## config.mk

```make
export PLATFORM = sky130hd
export DESIGN_NAME = sqrtn
export DESIGN_NICKNAME = d
export VERILOG_FILES = /design/src/rtl/sqrtn_pkg.sv /design/src/rtl/sqrtn_lzc.sv /design/src/rtl/sqrtn.sv
export SDC_FILE = /design/constraint.sdc
export NUM_CORES = 1
export LEC_CHECK = 0
export ABC_AREA = 1
export CAP_MARGIN = 30
export CORE_ASPECT_RATIO = 0.5
export CORE_UTILIZATION = 50
export DETAILED_ROUTE_END_ITERATION = 10
export HOLD_SLACK_MARGIN = 0.1
export PLACE_DENSITY = 0.76
export SLEW_MARGIN = 0
export SYNTH_ARGS = -nofsm -noshare
export SYNTH_HDL_FRONTEND = slang
export SYNTH_HIERARCHICAL = 1
export SYNTH_SLANG_ARGS = --single-unit
```

## constraint.sdc

```tcl
create_clock -name CLK -period 4.4 [get_ports CLK]
set_input_delay 0.44 -clock CLK [delete_from_list [all_inputs] [get_ports CLK]]
set_output_delay 0.44 -clock CLK [all_outputs]
set_load 0.01 [all_outputs]
```

## src/rtl/sqrtn_pkg.sv

```systemverilog
// Shared types and constant helpers for the parametrised floating-point square-root unit.
package sqrtn_pkg;

    typedef enum logic [2:0] {IDLE, NORM, ITER, ROUND, DONE} state_t;

    typedef enum logic [2:0] {CL_NAN, CL_NEG, CL_PINF, CL_ZERO, CL_FIN} class_t;

    function automatic int bias(input int exp_w);
        return (1 << (exp_w - 1)) - 1;
    endfunction

    function automatic logic [63:0] pinf(input int exp_w, input int man_w);
        logic [63:0] r;
        r = '0;
        for (int i = 0; i < exp_w; i++) r[man_w + i] = 1'b1;
        return r;
    endfunction

    // Canonical quiet NaN: positive sign, all-ones exponent, only the top mantissa bit set.
    function automatic logic [63:0] qnan(input int exp_w, input int man_w);
        logic [63:0] r;
        r = pinf(exp_w, man_w);
        r[man_w - 1] = 1'b1;
        return r;
    endfunction

endpackage

```

## src/rtl/sqrtn_lzc.sv

```systemverilog
// Combinational leading-zero counter; an all-zero input reports WIDTH.
module sqrtn_lzc #(
    parameter  int WIDTH = 10,
    localparam int CW    = $clog2(WIDTH + 1)
) (
    input  logic [WIDTH-1:0] data,
    output logic [CW-1:0]    count
);

    logic found;

    // NOTE: every variable written in a combinational block gets a default first, so no latch is inferred.
    always_comb begin
        count = '0;
        found = 1'b0;
        for (int i = WIDTH - 1; i >= 0; i--) begin
            if (!found) begin
                if (data[i]) found = 1'b1;
                else         count = count + CW'(1);
            end
        end
    end

endmodule

```

## src/rtl/sqrtn.sv

```systemverilog
// Iterative IEEE-754 square root with valid/ready handshakes, RNE rounding and an inexact flag.
module sqrtn
    import sqrtn_pkg::*;
#(
    parameter  int EXP_W = 5,
    parameter  int MAN_W = 10,
    localparam int W     = 1 + EXP_W + MAN_W
) (
    input  logic         CLK,
    input  logic         RST_N,
    input  logic         IN_VALID,
    output logic         IN_READY,
    input  logic [W-1:0] IN_DATA,
    output logic         OUT_VALID,
    input  logic         OUT_READY,
    output logic [W-1:0] OUT_DATA,
    output logic         IS_NAN,
    output logic         IS_PINF,
    output logic         IS_ZERO,
    output logic         IS_INEXACT
);

    localparam int N   = MAN_W + 2;               // root bits: integer, fraction, guard
    localparam int RW  = MAN_W + 4;
    localparam int LZW = $clog2(MAN_W + 1);
    localparam int EW  = EXP_W + LZW + 2;
    localparam int CW  = $clog2(N + 1);

    localparam logic [63:0]          QNAN64 = qnan(EXP_W, MAN_W);
    localparam logic [63:0]          PINF64 = pinf(EXP_W, MAN_W);
    localparam logic [W-1:0]         QNAN_W = QNAN64[W-1:0];
    localparam logic [W-1:0]         PINF_W = PINF64[W-1:0];
    localparam logic signed [EW-1:0] BIAS_S = EW'(bias(EXP_W));

    state_t               state, state_nxt;
    class_t               cls;
    logic [W-2:0]         op;
    logic [2*N-1:0]       rad;
    logic [RW-1:0]        rem;
    logic [N-1:0]         root;
    logic [CW-1:0]        cnt;
    logic [EXP_W-1:0]     res_exp;
    logic [W-1:0]         out_data_q;
    logic                 nan_q, pinf_q, zero_q, inexact_q;

    logic                 in_sign;
    logic [EXP_W-1:0]     in_exp, op_exp;
    logic [MAN_W-1:0]     in_man, op_man;
    logic [LZW-1:0]       lzc;
    logic signed [EW-1:0] e_unb, e_even;
    logic [MAN_W:0]       sig;
    logic [N-1:0]         rad_init;
    logic [EXP_W-1:0]     res_exp_d;
    logic [RW-1:0]        trial, divisor, diff;
    logic                 fits;
    logic                 guard, sticky, round_up;
    logic [MAN_W+1:0]     sum;
    logic [EXP_W-1:0]     rnd_exp;

    assign in_sign = IN_DATA[W-1];
    assign in_exp  = IN_DATA[W-2 -: EXP_W];
    assign in_man  = IN_DATA[MAN_W-1:0];
    assign op_exp  = op[W-2 -: EXP_W];
    assign op_man  = op[MAN_W-1:0];

    always_comb begin
        cls = CL_FIN;
        if (&in_exp)                        cls = (|in_man) ? CL_NAN : (in_sign ? CL_NEG : CL_PINF);
        else if (in_exp == '0 && in_man == '0) cls = CL_ZERO;
        else if (in_sign)                   cls = CL_NEG;
    end

    sqrtn_lzc #(.WIDTH(MAN_W)) u_lzc (
        .data  (op_man),
        .count (lzc)
    );

    // A denormal's leading one moves to the hidden position with a shift of lzc+1.
    always_comb begin
        if (op_exp == '0) begin
            e_unb = -BIAS_S - $signed(EW'(lzc));
            sig   = {1'b0, op_man} << (lzc + LZW'(1));
        end else begin
            e_unb = $signed(EW'(op_exp)) - BIAS_S;
            sig   = {1'b1, op_man};
        end
        if (e_unb[0]) begin
            rad_init = {sig, 1'b0};
            e_even   = e_unb - EW'(1);
        end else begin
            rad_init = {1'b0, sig};
            e_even   = e_unb;
        end
        res_exp_d = EXP_W'((e_even >>> 1) + BIAS_S);
    end

    // One restoring step: bring down two radicand bits, try subtracting 4*root+1.
    always_comb begin
        trial   = {rem[RW-3:0], rad[2*N-1 -: 2]};
        divisor = {root, 2'b01};
        fits    = (trial >= divisor);
        diff    = trial - divisor;
    end

    always_comb begin
        guard    = root[0];
        sticky   = |rem;
        round_up = guard & (sticky | root[1]);
        sum      = {1'b0, root[N-1:1]} + (MAN_W + 2)'(round_up);
        rnd_exp  = res_exp + EXP_W'(sum[MAN_W+1]);
    end

    always_ff @(posedge CLK or negedge RST_N) begin
        if (!RST_N) state <= IDLE;
        else        state <= state_nxt;
    end

    always_comb begin
        state_nxt = state;
        unique case (state)
            IDLE:    if (IN_VALID) state_nxt = (cls == CL_FIN) ? NORM : DONE;
            NORM:    state_nxt = ITER;
            ITER:    if (cnt == CW'(N - 1)) state_nxt = ROUND;
            ROUND:   state_nxt = DONE;
            DONE:    if (OUT_READY) state_nxt = IDLE;
            default: state_nxt = IDLE;
        endcase
    end

    // NOTE: clocked state uses non-blocking assignments so every register samples pre-edge values.
    always_ff @(posedge CLK or negedge RST_N) begin
        if (!RST_N) begin
            op         <= '0;
            rad        <= '0;
            rem        <= '0;
            root       <= '0;
            cnt        <= '0;
            res_exp    <= '0;
            out_data_q <= '0;
            nan_q      <= 1'b0;
            pinf_q     <= 1'b0;
            zero_q     <= 1'b0;
            inexact_q  <= 1'b0;
        end else begin
            unique case (state)
                IDLE: if (IN_VALID) begin
                    op <= IN_DATA[W-2:0];
                    if (cls != CL_FIN) begin
                        nan_q     <= (cls == CL_NAN) || (cls == CL_NEG);
                        pinf_q    <= (cls == CL_PINF);
                        zero_q    <= (cls == CL_ZERO);
                        inexact_q <= 1'b0;
                        if (cls == CL_PINF)      out_data_q <= PINF_W;
                        else if (cls == CL_ZERO) out_data_q <= IN_DATA;
                        else                     out_data_q <= QNAN_W;
                    end
                end
                NORM: begin
                    rad     <= {rad_init, {N{1'b0}}};
                    rem     <= '0;
                    root    <= '0;
                    cnt     <= '0;
                    res_exp <= res_exp_d;
                end
                ITER: begin
                    rad  <= rad << 2;
                    root <= {root[N-2:0], fits};
                    rem  <= fits ? diff : trial;
                    cnt  <= cnt + CW'(1);
                end
                ROUND: begin
                    out_data_q <= {1'b0, rnd_exp, sum[MAN_W-1:0]};
                    nan_q      <= 1'b0;
                    pinf_q     <= 1'b0;
                    zero_q     <= 1'b0;
                    inexact_q  <= guard | sticky;
                end
                default: ;
            endcase
        end
    end

    assign IN_READY   = (state == IDLE);
    assign OUT_VALID  = (state == DONE);
    assign OUT_DATA   = out_data_q;
    assign IS_NAN     = nan_q;
    assign IS_PINF    = pinf_q;
    assign IS_ZERO    = zero_q;
    assign IS_INEXACT = inexact_q;

endmodule

```

# Word level (Yosys, flattened, before mapping)
# Index checks and enable logic that the tools add are counted.
# Widths: inputs -> output; s select.
# classes
addsub	18
n_lt_le_gt_ge	1
n_eq_ne	14
shift	1
mux	72
bitwise	3
reduce_logical	15
# ops
op	n
$mux 4	18
$mux 16	4
$pmux 24 s2	1
$add 4x1->4 const B	10
$pmux 16 s2	1
$pmux 14 s2	1
$mux 1	26
$pmux 12 s2	1
$mux 3	7
$pmux 3 s5	1
$ge 14x14->1	1
$mux 14	1
$reduce_or 14->1	1
$sub 14x14->14	1
$add 11x1->12	1
$eq 3x2->1 const B	4
$mux 12	1
$mux 6	2
$mux 11	1
$shl 10x4->11	1
$logic_not 10->1	1
$logic_not 5->1	2
$reduce_or 10->1	1
$pmux 1 s2	4
other kinds (23)	32
# totals
register_bits	97
output_inout_bits	22
word_cells	136

# Depth between registers and ports, before layout
# depth
ltp_word	33
mapped_depth	34
ltp_nobuf	34

# Modules after synthesis
# The synthesis kept the hierarchy.
# by_module_without_submodules
module	n_inst	cells_per_inst	area_per_inst_um2	seq_area_each_um2
sqrtn	1	803	5672.9	2127.0
sqrtn_lzc	1	103	580.6	0.0

# Worst setup path before layout
# Ideal clock, no wire load.
# synth_timing
path_type	register -> register
startpoint	register op[7]
endpoint	register rad[16]
t_arrival_ps	4544
required_time_ps	4287
path_slack_ps	-256
path_stages_with_launch	30
synth_period_minus_slack_ps	4656
cell_sequence	dfrtp_1 -> a21oi_2 -> ha_1 -> inv_1 -> o21ai_0 -> nand2_1 -> o21ai_2 -> ha_1 -> nand2_1 -> nand3_1 -> ha_1 -> or2_2 -> o211ai_1 -> nand3_2 -> ha_1 -> nand2_1 -> nand2_2 -> ha_1 -> mux2_2 -> ha_1 -> clkbuf_1 -> nand3_1 -> nand2_1 -> nand2_1 -> nand3_1 -> nand2_1 -> a21oi_1 -> nand2_1 -> nand2_1 -> inv_1
# synth_via
elab_chain_len	28
elab_cells_between_ends	38
# synth_lines
element	line	source
from (decl)	sqrtn.sv:37	logic [W-2:0] op;
from (signal assigned)	sqrtn.sv:147	op <= IN_DATA[W-2:0];
$mux 4	sqrtn_lzc.sv:18	if (data[i]) found = 1'b1;
$mux 4	sqrtn_lzc.sv:17	if (!found) begin
$add 4x1->4	sqrtn_lzc.sv:19	else count = count + CW'(1);
$mux 4	sqrtn_lzc.sv:18	
$mux 4	sqrtn_lzc.sv:17	
$add 4x1->4	sqrtn_lzc.sv:19	
$mux 4	sqrtn_lzc.sv:18	
$mux 4	sqrtn_lzc.sv:17	
[... 13 more ...]	--	
$mux 4	sqrtn_lzc.sv:18	
$mux 4 *	sqrtn_lzc.sv:17	
named net lzc[1]	sqrtn.sv:49	logic [LZW-1:0] lzc;
$add 4x1->4 *	sqrtn.sv:82	sig = {1'b0, op_man} << (lzc + LZW'(1));
$shl 10x4->11 *	sqrtn.sv:82	
$mux 11 *	sqrtn.sv:80	if (op_exp == '0) begin
$mux 12 *	sqrtn.sv:87	if (e_unb[0]) begin
$pmux 24 s2 *	sqrtn.sv:145	unique case (state)
to (signal assigned)	sqrtn.sv:159	rad <= {rad_init, {N{1'b0}}};
to (signal assigned)	sqrtn.sv:166	rad <= rad << 2;
to (decl)	sqrtn.sv:38	logic [2*N-1:0] rad;
# The timed path passes the listed nets; every way through them passes the cells marked *. The select of a mux whose other input is x is not followed.
# A chain may end at the register's enable or synchronous reset.

# Final worst setup path
# layout_timing
startpoint	register op[9]
endpoint	register rad[18]
# layout_via
elab_chain_len	33
elab_cells_between_ends	44
# layout_lines
element	line
$mux 1	sqrtn_lzc.sv:18
$add 1x1->2	sqrtn_lzc.sv:19
$mux 4	sqrtn_lzc.sv:18
$mux 4	sqrtn_lzc.sv:17
$add 4x1->4	sqrtn_lzc.sv:19
$mux 4	sqrtn_lzc.sv:18
$mux 4	sqrtn_lzc.sv:17
$add 4x1->4	sqrtn_lzc.sv:19
[... 18 more ...]	--
$mux 4	sqrtn_lzc.sv:18
$mux 4 *	sqrtn_lzc.sv:17
named net lzc[1]	sqrtn.sv:49
$add 4x1->4 *	sqrtn.sv:82
$shl 10x4->11 *	sqrtn.sv:82
$mux 11 *	sqrtn.sv:80
$mux 12 *	sqrtn.sv:87
$pmux 24 s2 *	sqrtn.sv:145
# Marked as above.

==> results.cfg <==
[routing]
drt_wl_total_mm = 16.5
firstDrtPassIters = 5
drc = 0
dr_total_vias = 6291
drtIter0Drc = 454
via_per_inst = 5.47
post_drt_wl_per_cell_um = 14.3
ant_nets = 0

[min_path]
min_to = OUT_DATA[5]
whs_path_depth = 2
min_from = OUT_DATA[5]
hp-class = reg2reg

[clocking]
htree_levels = 3
clock-sinks = 85
path_clk_slew_ns = 0.08
clock_path_buffers = 2
cts_tree = done
clockRootBuffer = clkbuf_16
insertion_delay_ns = 0.35
cts_inserted_buffers = 9

[synth]
syn_avg_cell_area_um2 = 6.90
synth-edff-count = 0
synth-xor-area-share_pct = 2.10
synth-compound-area-share_pct = 10.5
yosys_warnings = 6
synth_fa_ha_area_share_pct = 6.00
synth_seq_area_share_pct = 34.0
synth.area.mux_share_pct = 0.720
netlist_instances = 906
syn_area_um2 = 6250
synthSimpleGateAreaFrac_pct = 37.4
synth_flop_cell = dfrtp_1
ys_types = 49
syn_nets = 956
synth_seq_cells = 85
ys_async_sr_fraction_pct = 100
synth_top_family_by_area = simple AND/OR/NAND/NOR gates

[sta]
setup_viol = 10
tightest_slew_ns = 0.767
slew_violations = 0
finalSetupTns_ns = -0.481
final.period_utilization_pct = 102
period_needed_ns = 4.49
slew_headroom_pct = 48.8
finalHoldViolCount = 0
finalWorstSetupSlack_ns = -0.0926
finClkSkew_ns = 0.0115
fmax_mhz = 223
rsz0062_at_grt = true

[grt]
grt_pass1_wl_mm = 26.7
grt_pass1_vias = 5772
antenna_found_initial = 1
track_usage_pct = 25.5
grt_start_max_net_pins = 71
overflow = 0

[die]
die_h_um = 81.1
fp.coreArea_um2 = 12000
rows = 28
fp.dieArea_um2 = 13000
start_util_pct = 52.0
io_pins = 42
die_w_um = 160

[place]
gp_congestion = 0.983
hpwlAfterDp_mm = 11.5
port-buffer-count = 41

[status]
violations = negative setup slack
status = finished, violations left

[setup_path]
r2r_cells = 30
r2r-end = rad[18]
setup.worst_path.start_class = flip-flop
timing.rr.start = op[9]
worstPathMaxFanout = 8
crit_arrival_ns = 4.74
slowest_stage = dfrtp_2
worstSetupEndpointType = flip-flop
reg2reg_slack_ns = -0.09
crit_required_ns = 4.64
cpPeakStageDelay_ns = 0.46
crit_type = reg2reg

[final_layout]
syn_to_final_growth_pct = 24.2
utilization_pct = 64.7
layout.nets = 1031
fillers = 993
drive_gt1_share_pct = 18.0
diodes = 0

[job]
maxCapViolations = 0
## synthesized netlist by cell type (8+ instances only)
| master | number | area (um2) |
|---|---|---|
| a21oi_1 | 28 | 140 |
| nand3_1 | 99 | 495 |
| o22ai_1 | 14 | 87.6 |
| o21ai_1 | 15 | 75.1 |
| nand2_2 | 8 | 50.1 |
| inv_1 | 115 | 432 |
| buf_2 | 15 | 75.1 |
| ha_1 | 30 | 375 |
| nor2_1 | 56 | 210 |
| dfrtp_1 | 85 | 2130 |
| nand4_1 | 24 | 150 |
| nand2_1 | 285 | 1070 |
| xor2_1 | 8 | 70.1 |
| o21ai_0 | 49 | 245 |
| nor2_2 | 8 | 50.1 |
## worst max path at each step
stage                      from  endpoint  slack (ns)
final                     op[9]   rad[18]       -0.09
after global routing      op[9]   rad[19]       -0.32
after CTS                 op[7]   rad[19]        0.03
after detailed placement  op[8]   rad[20]       -0.31
after global placement    op[8]   rad[20]       -0.11
after floorplan           op[7]   rad[16]       0.001
## flip-flops by register name, summed over array words and instances, names as in the netlist, 3 cells and up
name and count:
rad 12, root 12, state 3, cnt 4, res_exp 5, op 15
OUT_DATA 16, rem 14
## metrics by stage
step / hold WS, ns / area, um2 / cells / setup slack, ns
after CTS: 0.485 / 7490 / 1147 / 0.0348
after global placement: 0.455 / 7010 / 1121 / -0.108
after global routing: 0.509 / 7770 / 1151 / -0.324
after detailed placement: 0.325 / 7030 / 1122 / -0.306
after floorplan: 0.144 / 6280 / 906 / 0.00101
final: 0.475 / 7770 / 1151 / -0.0926
## placed cells by master (no fill, tap or decap), types with 26 or more instances in the layout
cell type / count
nand2_2: 26
o21ai_0: 41
nand2_1: 265
nor2_1: 55
buf_4: 37
nand3_1: 78
dfrtp_1: 82
inv_1: 111
clkdlybuf4s50_1: 40
## logic make-up (layout without fill, tap and decap cells)
family | after synthesis | after routing
and+or+nand+nor | 511 | 511
buffers and inverters | 143 | 223
AOI/OAI and AO/OA | 118 | 118
DFF | 85 | 85
adders and majority gates | 30 | 30
xor gates and xnor gates | 15 | 15
muxes | 4 | 4
## cell type report
type	instances	area, um2	area share [%]
multi-input cells	678	3860	49.7
flip-flops and latches	85	2130	27.4
repair buffers	85	792	10.2
inverters	121	464	5.98
clock buffers	9	225	2.90
well taps	165	206	2.66
clock inverters	7	80.1	1.03
repair inverters	1	6.26	0.0805
## timing repair
item                                   CTS  global route
buffers inserted                         7             4
endpoints found under the hold margin   15             0
gates resized for setup                 18            67
hold buffers                             1             0
cloned                                   1             0
setup endpoints to repair               16            16
pin swaps                               22            32
## metal layers
layer	GRT usage (%)	vias up	part of all wire [%]
li1	-	3112	-
met1	32.4	2928	44
met2	44.7	206	48
met3	4.80	45	5.8
met4	8.29	0	2.3
met5	0	-	0
## worst max-delay path: cells and delay by family (launching register included)
kind	cells	cell delay [ns]
simple gates	17	1.60
mux	1	0.29
fa+ha+maj	5	1.40
buf+inv	4	0.28
flops	1	0.46
compound gates	3	0.32
Power is not shown: default switching activity piles up to over one toggle a cycle in this logic, so the estimate is an artifact.
